`src/rtl/generador_selector_pkg.sv`:
```
`default_nettype none
// ============================================================================
// Module : generador_selector_pkg
// Brief  : States, code constants and next-code function for generador_selector.
//          Build option: GENERADOR_SELECTOR_GRAY_EN selects Gray code order.
// Rev    : 1.0
// ============================================================================
package generador_selector_pkg;

    typedef enum logic [0:0] {
        REPOSO   = 1'b0,
        CONTANDO = 1'b1
    } estado_t;

    typedef logic [1:0] codigo_t;

    localparam codigo_t c_PRIMER_CODIGO  = 2'b00;
    localparam codigo_t c_ULTIMO_BINARIO = 2'b11;
    localparam codigo_t c_ULTIMO_GRAY    = 2'b10;

`ifdef GENERADOR_SELECTOR_GRAY_EN
    localparam codigo_t c_ULTIMO_CODIGO = c_ULTIMO_GRAY;
`else
    localparam codigo_t c_ULTIMO_CODIGO = c_ULTIMO_BINARIO;
`endif

    function automatic codigo_t siguiente_codigo(input codigo_t actual);
        codigo_t siguiente;
`ifdef GENERADOR_SELECTOR_GRAY_EN
        // One bit toggles per step so the mux never sees a transient code
        case (actual)
            2'b00:   siguiente = 2'b01;
            2'b01:   siguiente = 2'b11;
            2'b11:   siguiente = 2'b10;
            default: siguiente = 2'b00;
        endcase
`else
        siguiente = actual + 2'b01;
`endif
        return siguiente;
    endfunction

endpackage
`default_nettype wire

```
`src/rtl/generador_selector_if.sv`:
```
`default_nettype none
// ============================================================================
// Module : generador_selector_if
// Brief  : Control and status bundle between a controller and generador_selector.
// Rev    : 1.0
// ============================================================================
interface generador_selector_if
    import generador_selector_pkg::*;
#(
    parameter int ANCHO_PERIODO = 8
);
    logic                     Inicio;
    logic                     Continuo;
    logic                     Detener;
    logic [ANCHO_PERIODO-1:0] Periodo;
    codigo_t                  Selector;
    logic                     Cambio;
    logic                     Ocupado;
    logic                     Fin;

    modport master (
        output Inicio, Continuo, Detener, Periodo,
        input  Selector, Cambio, Ocupado, Fin
    );

    modport slave (
        input  Inicio, Continuo, Detener, Periodo,
        output Selector, Cambio, Ocupado, Fin
    );
endinterface
`default_nettype wire

```
`src/rtl/generador_selector_contador_permanencia.sv`:
```
`default_nettype none
// ============================================================================
// Module : contador_permanencia
// Brief  : Loadable down-counter; Terminal flags a count of one.
// Rev    : 1.0
// ============================================================================
module contador_permanencia #(
    parameter int ANCHO_PERIODO = 8
) (
    input  wire logic                     Reloj,
    input  wire logic                     Reset,
    input  wire logic                     Cargar,
    input  wire logic                     Decrementar,
    input  wire logic [ANCHO_PERIODO-1:0] Valor,
    output      logic                     Terminal
);
    logic [ANCHO_PERIODO-1:0] r_cuenta_q;
    logic [ANCHO_PERIODO-1:0] w_cuenta_d;

    always_comb begin
        w_cuenta_d = r_cuenta_q;
        if (Cargar) begin
            w_cuenta_d = Valor;
        end else if (Decrementar && (r_cuenta_q != '0)) begin
            w_cuenta_d = r_cuenta_q - ANCHO_PERIODO'(1);
        end
    end

    always_ff @(posedge Reloj) begin
        if (Reset) begin
            r_cuenta_q <= '0;
        end else begin
            r_cuenta_q <= w_cuenta_d;
        end
    end

    assign Terminal = (r_cuenta_q == ANCHO_PERIODO'(1));
endmodule
`default_nettype wire

```
`src/rtl/generador_selector.sv`:
```
`default_nettype none
// ============================================================================
// Module : generador_selector
// Brief  : Timed sequencer stepping the 2-bit mux Selector through a code list.
//          Build option: GENERADOR_SELECTOR_GRAY_EN selects Gray code order.
// Rev    : 1.0
// ============================================================================
module generador_selector
    import generador_selector_pkg::*;
#(
    parameter int ANCHO_PERIODO = 8
) (
    input wire logic          Reloj,
    input wire logic          Reset,
    generador_selector_if.slave bus
);
    estado_t                  r_estado_q,   w_estado_d;
    codigo_t                  r_selector_q, w_selector_d;
    logic                     r_cambio_q,   w_cambio_d;
    logic                     r_ocupado_q,  w_ocupado_d;
    logic                     r_fin_q,      w_fin_d;
    logic                     r_continuo_q, w_continuo_d;
    logic [ANCHO_PERIODO-1:0] r_periodo_q,  w_periodo_d;

    logic                     w_cargar;
    logic                     w_decrementar;
    logic [ANCHO_PERIODO-1:0] w_valor;
    logic                     w_terminal;

    contador_permanencia #(
        .ANCHO_PERIODO (ANCHO_PERIODO)
    ) u_contador (
        .Reloj       (Reloj),
        .Reset       (Reset),
        .Cargar      (w_cargar),
        .Decrementar (w_decrementar),
        .Valor       (w_valor),
        .Terminal    (w_terminal)
    );

    always_comb begin
        w_estado_d    = r_estado_q;
        w_selector_d  = r_selector_q;
        w_ocupado_d   = r_ocupado_q;
        w_continuo_d  = r_continuo_q;
        w_periodo_d   = r_periodo_q;
        w_cambio_d    = 1'b0;
        w_fin_d       = 1'b0;
        w_cargar      = 1'b0;
        w_decrementar = 1'b0;
        w_valor       = r_periodo_q;

        case (r_estado_q)
            REPOSO: begin
                if (bus.Inicio && !bus.Detener) begin
                    w_estado_d   = CONTANDO;
                    // A zero dwell would never reach terminal; run it as one cycle
                    w_periodo_d  = (bus.Periodo == '0) ? ANCHO_PERIODO'(1) : bus.Periodo;
                    w_continuo_d = bus.Continuo;
                    w_cargar     = 1'b1;
                    w_valor      = w_periodo_d;
                    w_selector_d = c_PRIMER_CODIGO;
                    w_ocupado_d  = 1'b1;
                end
            end
            CONTANDO: begin
                if (bus.Detener) begin
                    w_estado_d   = REPOSO;
                    w_selector_d = c_PRIMER_CODIGO;
                    w_ocupado_d  = 1'b0;
                end else if (!w_terminal) begin
                    w_decrementar = 1'b1;
                end else if (r_selector_q != c_ULTIMO_CODIGO) begin
                    w_selector_d = siguiente_codigo(r_selector_q);
                    w_cambio_d   = 1'b1;
                    w_cargar     = 1'b1;
                end else if (r_continuo_q) begin
                    w_selector_d = c_PRIMER_CODIGO;
                    w_cambio_d   = 1'b1;
                    w_cargar     = 1'b1;
                end else begin
                    w_estado_d   = REPOSO;
                    w_selector_d = c_PRIMER_CODIGO;
                    w_ocupado_d  = 1'b0;
                    w_fin_d      = 1'b1;
                end
            end
            default: begin
                w_estado_d = REPOSO;
            end
        endcase
    end

    always_ff @(posedge Reloj) begin
        if (Reset) begin
            r_estado_q   <= REPOSO;
            r_selector_q <= c_PRIMER_CODIGO;
            r_cambio_q   <= 1'b0;
            r_ocupado_q  <= 1'b0;
            r_fin_q      <= 1'b0;
            r_continuo_q <= 1'b0;
            r_periodo_q  <= '0;
        end else begin
            r_estado_q   <= w_estado_d;
            r_selector_q <= w_selector_d;
            r_cambio_q   <= w_cambio_d;
            r_ocupado_q  <= w_ocupado_d;
            r_fin_q      <= w_fin_d;
            r_continuo_q <= w_continuo_d;
            r_periodo_q  <= w_periodo_d;
        end
    end

    assign bus.Selector = r_selector_q;
    assign bus.Cambio   = r_cambio_q;
    assign bus.Ocupado  = r_ocupado_q;
    assign bus.Fin      = r_fin_q;
endmodule
`default_nettype wire

```
`src/flat_wrapper.sv`:
```
// flat-port wrapper written by rule: the top's interface ports become plain ports
module generador_selector_flat import generador_selector_pkg::*;
#(
    parameter int ANCHO_PERIODO = 8
)
  (Reloj, Reset, bus_Inicio, bus_Continuo, bus_Detener, bus_Periodo, bus_Selector, bus_Cambio, bus_Ocupado, bus_Fin);
  generador_selector_if #(.ANCHO_PERIODO(ANCHO_PERIODO)) bus_i ();
  input wire logic Reloj;
  input wire logic Reset;
  input wire logic [$bits(bus_i.Inicio)-1:0] bus_Inicio;
  input wire logic [$bits(bus_i.Continuo)-1:0] bus_Continuo;
  input wire logic [$bits(bus_i.Detener)-1:0] bus_Detener;
  input wire logic [$bits(bus_i.Periodo)-1:0] bus_Periodo;
  output wire logic [$bits(bus_i.Selector)-1:0] bus_Selector;
  output wire logic [$bits(bus_i.Cambio)-1:0] bus_Cambio;
  output wire logic [$bits(bus_i.Ocupado)-1:0] bus_Ocupado;
  output wire logic [$bits(bus_i.Fin)-1:0] bus_Fin;
  assign bus_i.Inicio = bus_Inicio;
  assign bus_i.Continuo = bus_Continuo;
  assign bus_i.Detener = bus_Detener;
  assign bus_i.Periodo = bus_Periodo;
  assign bus_Selector = bus_i.Selector;
  assign bus_Cambio = bus_i.Cambio;
  assign bus_Ocupado = bus_i.Ocupado;
  assign bus_Fin = bus_i.Fin;
  generador_selector #(.ANCHO_PERIODO(ANCHO_PERIODO)) u_core (.Reloj(Reloj), .Reset(Reset), .bus(bus_i));
endmodule
```
`config.mk`:
```
export PLATFORM = sky130hd
export DESIGN_NAME = generador_selector_flat
export DESIGN_NICKNAME = d
export VERILOG_FILES = /design/src/rtl/generador_selector_pkg.sv /design/src/rtl/generador_selector_if.sv /design/src/rtl/generador_selector_contador_permanencia.sv /design/src/rtl/generador_selector.sv /design/src/flat_wrapper.sv
export SDC_FILE = /design/constraint.sdc
export NUM_CORES = 1
export LEC_CHECK = 0
export BUFFER_PORTS_ARGS = -buffer_cell sky130_fd_sc_hd__buf_2
export CAP_MARGIN = 20
export CELL_PAD_IN_SITES_DETAIL_PLACEMENT = 0
export CELL_PAD_IN_SITES_GLOBAL_PLACEMENT = 1
export CORE_MARGIN = 4
export CORE_UTILIZATION = 35
export CTS_BUF_LIST = sky130_fd_sc_hd__clkbuf_8 sky130_fd_sc_hd__clkbuf_16
export CTS_CLUSTER_DIAMETER = 120
export DETAILED_ROUTE_END_ITERATION = 10
export GPL_ROUTABILITY_DRIVEN = 0
export PLACE_DENSITY = 0.76
export RECOVER_POWER = 100
export SYNTH_ARGS = -nofsm -noshare
export SYNTH_HDL_FRONTEND = slang
export SYNTH_SLANG_ARGS = --single-unit
```
`constraint.sdc`:
```
create_clock -name Reloj -period 3.2 [get_ports Reloj]
set_clock_uncertainty 0.15 [all_clocks]
set_input_delay 0.8 -clock Reloj [delete_from_list [all_inputs] [get_ports Reloj]]
set_output_delay 0.8 -clock Reloj [all_outputs]
set_load 0.01 [all_outputs]
```
Word level (Yosys, flattened, before mapping)

Cells that the tools add are included.

Muxes and demuxes: 29
Eq/ne operators: 6
Bitwise logic cells: 2
Add/sub/neg operators: 2
Reduce and logical (&&, ||, !) cells: 11

Operators by type and width:

| operator                                               | count |
|---|---|
| two-way mux 8 bit                                      | 5 |
| two-way mux 1 bit                                      | 16 |
| inequality test 3 bit (second input constant)          | 3 |
| equality test 8 x 1 -> 1 bit (second input constant)   | 1 |
| zero test 8 bit                                        | 1 |
| two-way mux 2 bit                                      | 4 |
| nonzero test 8 bit                                     | 1 |
| subtractor 8 x 1 -> 8 bit (second input constant)      | 1 |
| case mux 1 bit (2 select lines)                        | 3 |
| OR reduction 5 bit                                     | 1 |
| case mux 2 bit (2 select lines)                        | 1 |
| AND reduction 2 bit                                    | 2 |
| AND reduction 4 bit                                    | 1 |
| adder 2 x 1 -> 2 bit (second input constant)           | 1 |
| logical AND 1 bit                                      | 2 |
| inequality test 2 x 1 -> 1 bit (second input constant) | 1 |
| inequality test 2 bit (second input constant)          | 1 |
| inverter 1 bit                                         | 2 |
| nonzero test 2 bit                                     | 1 |
| OR reduction 2 bit                                     | 1 |
| zero test 1 bit                                        | 1 |

Logic and storage cells: 58
Input port bits: 13
Output and inout port bits: 5
Bits in registers: 23

Logic depth before layout (Yosys ltp)

Word-level depth: 7
Depth in mapped cells: 7
Mapped depth without buffers: 7

Hierarchy

A second synthesis with hierarchy kept.

Cells, all modules: 121
Area, all modules: 1186.1 sq um

Modules (own cells, without submodules):

| module               | cells an instance | instances | sequential area each (sq um) | area each (sq um) |
|---|---|---|---|---|
| generador_selector   | 62                | 1         | 300.3                        | 661.9 |
| contador_permanencia | 59                | 1         | 160.2                        | 524.3 |

Worst setup path after synthesis

OpenSTA, ideal clock, no wires.

Kind: input to register
Start point: in bus_Detener
End point: reg u_core.u_contador.r_cuenta_q[1]
Setup slack: 1078 ps
Cell stages on the path: 5
Path buffers: 1
Library setup time: 59 ps
Data required time: 2991 ps
Arrival time: 1913 ps
Cells stage by stage: or3b_1 buf_2 mux2i_1 a221oi_1 o31a_1

Cells in the longest elaborated chain, start to end: 5
Elaborated cells between the ends (all ways): 12
Those cells by class: mux (8); reduce/logical (4)

RTL lines:

| item                                                                 | line                                          | text |
|---|---|---|
| from (decl)                                                          | flat_wrapper.sv:12                            | `input wire logic [$bits(bus_i.Detener)-1:0] bus_Detener;` |
| zero test 1 bit                                                      | generador_selector.sv:55                      | `if (bus.Inicio && !bus.Detener) begin` |
| logical AND 1 bit                                                    | generador_selector.sv:55                      |  |
| two-way mux 1 bit or two-way mux 8 bit (tied branches)               | generador_selector.sv:55                      |  |
| case mux 1 bit (2 select lines) or two-way mux 8 bit (tied branches) | generador_selector.sv:53                      | `case (r_estado_q)` |
| two-way mux 8 bit or nonzero test 2 bit (tied branches)              | --                                            |  |
| to (signal assigned)                                                 | generador_selector_contador_permanencia.sv:33 | `r_cuenta_q <= w_cuenta_d;` |
| to (decl)                                                            | generador_selector_contador_permanencia.sv:17 | `logic [ANCHO_PERIODO-1:0] r_cuenta_q;` |

Several ways; a longest one is shown, not always the timed one.
A chain may end at the register's enable or synchronous reset.

Worst setup path in the final report

Start point: in bus_Detener
End point: reg u_core.u_contador.r_cuenta_q[3]

Same word-level chain as after synthesis.

==> impl_summary.txt <==
----------------------------------------------------
[Run status]
  Run status ... completed

[Setup path]
  Biggest fanout along the worst timing path ... 14
  Crit Path Class ... input pin to register
  Data arrival time of the critical path ... 2.51 ns
  Reg-to-Reg Start ... u_core.u_contador.r_cuenta_q[1]
  Cell with the biggest individual delay on the critical path ... or4b_1
  Required time worst endpoint ... 3.24 ns
  FF-to-FF setup slack ... 0.81 ns
  Endpoint kind of the worst setup timing path ... register
  Cell chain of the critical path ... clkbuf_1, or3b_1, a21boi_0, clkbuf_1, or4b_1, o21ai_0
  Largest stage delay on the critical path ... 0.54 ns
  CP Launch Type ... input pin
  Top cell by count, worst path ... clkbuf_1
  Depth of the worst register-to-register path ... 7
  Endpoint of the worst register-to-register path ... u_core.u_contador.r_cuenta_q[1]

[Global route]
  Antenna violations before repair ... 0
  Grt ovf ... 0
  Global-route wire length before repair ... 4670 um
  Combined global-route utilization of all metal layers ... 13.9%
  Pin count of the biggest net entering global routing ... 27
  Number of global-route vias before repair ... 1004

[Routing]
  First-iteration detailed-routing DRC count ... 73
  Wire per inst ... 13.9 um
  Count of nets left with antenna violations after detail routing ... 0
  Via density ... 5.26
  Post-Route WL ... 2760 um
  Vias ... 1047
  Number of optimization iterations in the first detailed-route pass ... 4
  Drc violations ... 0

[Synth]
  Biggest area consumer among synthesized cells ... dfxtp_1
  Mean Syn Cell Area ... 8.71 um^2
  Cell variety after synth ... 46
  Yosys warning total ... 0
  Number of synthesized flops with an enable pin ... 0
  Largest cells by area after synthesis ... dfxtp_1, nand2_1, a21oi_1, ha_1, nor2_1
  Share of flip-flops with an asynchronous set or reset ... 0%
  Synthesis-stage register bit count ... 23
  Prevailing post-synth register cell ... dfxtp_1
  Area fraction of the dominant cell type after synthesis ... 38.9%
  Net count after synthesis ... 153
  Count of mapped cells out of synthesis ... 136
  Sequential fraction of the synthesis area ... 38.9%
  Cell area after technology mapping ... 1180 um^2

[Layout]
  # fillers ... 363
  Total inserted antenna cells ... 0
  Total area of sequential cells ... 460 um^2
  Area of the multi-input gates ... 656 um^2
  Fraction of layout cells with a size suffix above 1 ... 15.5%
  P&R area growth vs syn ... 12.8%
  Post-layout nets ... 173

[Clock network]
  Longest Clk Path Bufs ... 2
  Worst-Skew Late Latency ... 0.27 ns
  Clock Sink Count ... 23
  PostCTS Resize Cnt ... 0
  Max H-tree Level ... 1
  Library cell used as clock root buffer ... clkbuf_8
  TritonCTS Buffers ... 3
  Post-CTS Hold Fix Bufs ... 0
  Post-CTS setup buffers ... 0
  Worst-path clk slew ... 0.08 ns
  CTS tree ... yes

[Worst hold path]
  Worst Hold Launch ... u_core.r_periodo_q[2]
  Worst Hold Path Cells ... 2
  Tightest Hold Check Type ... register to register
  Worst hold path endpoint ... u_core.r_periodo_q[2]

[STA]
  Setup violation total in the final timing report ... 0
  Final hold vios ... 0
  Worst path setup slack after routing ... 0.732 ns
  Post-route fraction of the period consumed by the critical path ... 77.1%
  Worst Max-Slew Pin Slew ... 0.590 ns
  Fin. max-slew vios ... 0
  RSZ-0062 raised after global routing ... false
  Slew headroom ... 60.5%
  Setup TNS after final layout ... 0 ns
  Fmax achieved ... 0.405 GHz
  Period minus WS final ... 2.47 ns

[Floorplanning]
  Die outline area ... 4380 um^2
  Horiz. Die Dim ... 66.2 um
  CORE AREA ... 3150 um^2
  Die Span Y ... 66.2 um
  # IOs ... 18
  Initial core utilization ... 37.6%
  Row cnt ... 20

[Power]
  Power density normalized to cell area ... 464 nW/um^2
  Leakage power ... 0.496 nW
  Power after layout ... 620 uW
  Max VDD drop ... 189 uV

[Job]
  Max-Cap Viols ... 0

[Placed design]
  Setup WS pre-CTS ... 0.693 ns
  Buffers added on ports ... 17
  Placed wire-length estimate after detailed placement ... 2020 um

----------------------------------------------------
==> flip-flops by register name (all words and copies together) (netlist names) <==
signal / count
u_core.u_contador.r_cuenta_q: 8
u_core.r_continuo_q: 1
u_core.r_periodo_q: 8
u_core.bus.Selector: 2
u_core.r_estado_q: 1
u_core.bus.Cambio: 1
u_core.bus.Ocupado: 1
u_core.bus.Fin: 1
==> per-stage QoR <==
stage / utilization, % / hold slack (ns) / std cells / cell area [um^2]
6_report: 42.4 / 0.314 / 199 / 1340
5_1_grt: 42.4 / 0.345 / 199 / 1340
4_1_cts: 43.7 / 0.318 / 199 / 1380
3_5_place_dp: 42.2 / 0.305 / 195 / 1330
3_3_place_gp: 42.2 / 0.296 / 195 / 1330
2_1_floorplan: - / 0.282 / 136 / 1180
==> cell usage in the layout, fill, tap and decap left out, types with 3 or more instances in the layout <==
cell type	netlist	routed
a21oi_1	13	13
a31oi_1	3	3
buf_2	4	11
buf_4	0	3
clkbuf_1	3	8
clkbuf_8	0	3
dfxtp_1	23	23
ha_1	4	4
inv_1	3	3
mux2i_1	3	3
nand2_1	18	18
nand4_1	2	3
nor2_1	10	10
nor2b_1	3	3
nor3_1	2	3
nor4_1	4	4
o21ai_0	4	5
==> Yosys cell counts, types with 2 or more instances <==
library cell	n
nor2_1	10
a21oi_1	13
nor3_1	2
dfxtp_1	23
o21ai_0	4
clkbuf_1	3
a31oi_1	3
nand2b_1	2
a22oi_1	2
ha_1	4
mux2i_1	3
nor4_1	4
a211oi_1	2
nand2_1	18
nand4_1	2
o311a_1	2
nand3_1	2
buf_2	4
nor2b_1	3
inv_1	3
or4b_1	2
==> layer usage <==
layer  global-route usage (%)  up-vias  routed length (um)  share of wire, %
met5                        0        -                   0                 0
met4                     5.33        0                  36               1.3
met3                     2.04        4                 123               4.5
met2                     20.1       25                1150                42
met1                     20.6      480                1450                53
li1                         -      538                   -                 -
==> worst max path at each step <==
stage | from | endpoint | slack, ns | cells after the start
after floorplan | bus_Detener | u_core.u_contador.r_cuenta_q[1] | 1.08 | 5
after global placement | bus_Inicio | u_core.u_contador.r_cuenta_q[3] | 0.72 | 6
after detailed placement | bus_Inicio | u_core.u_contador.r_cuenta_q[5] | 0.69 | 6
after CTS | u_core.u_contador.r_cuenta_q[1] | u_core.u_contador.r_cuenta_q[6] | 0.89 | 7
after global routing | bus_Detener | u_core.u_contador.r_cuenta_q[3] | 0.51 | 6
final | bus_Detener | u_core.u_contador.r_cuenta_q[3] | 0.73 | 6
==> kinds of logic (layout without fill, tap and decap cells) <==
group | count (synthesis) | count (layout) | share of synthesized area [%]
flops | 23 | 23 | 38.9
fa+ha+maj | 4 | 4 | 4.22
buf+inv | 10 | 29 | 3.59
xor+xnor | 1 | 1 | 0.739
compound gates | 35 | 35 | 20.0
mux | 4 | 4 | 3.48
simple gates | 59 | 59 | 29.1
==> layout make-up <==
cell class	count	share of cell area (%)
repair buffers	22	8.05
flip-flops and latches	23	34.5
clock inverters	1	0.375
multi-input cells	103	49.1
clock buffers	3	3.09
inverters	3	0.843
well taps	44	4.12
==> critical path: cells and delay by family <==
family | cells | cell delay, ns
and+or+nand+nor | 2 | 1.00
AOI/OAI and AO/OA | 2 | 0.25
buffers and inverters | 2 | 0.46
==> report_power, final <==
group / internal (mW) / switching, mW
sequential: 0.301 / 0.0144
clock: 0.0870 / 0.0965
combinational: 0.0512 / 0.0697
total: 0.439 / 0.181
Note: power is estimated with default switching activity, not from simulation.
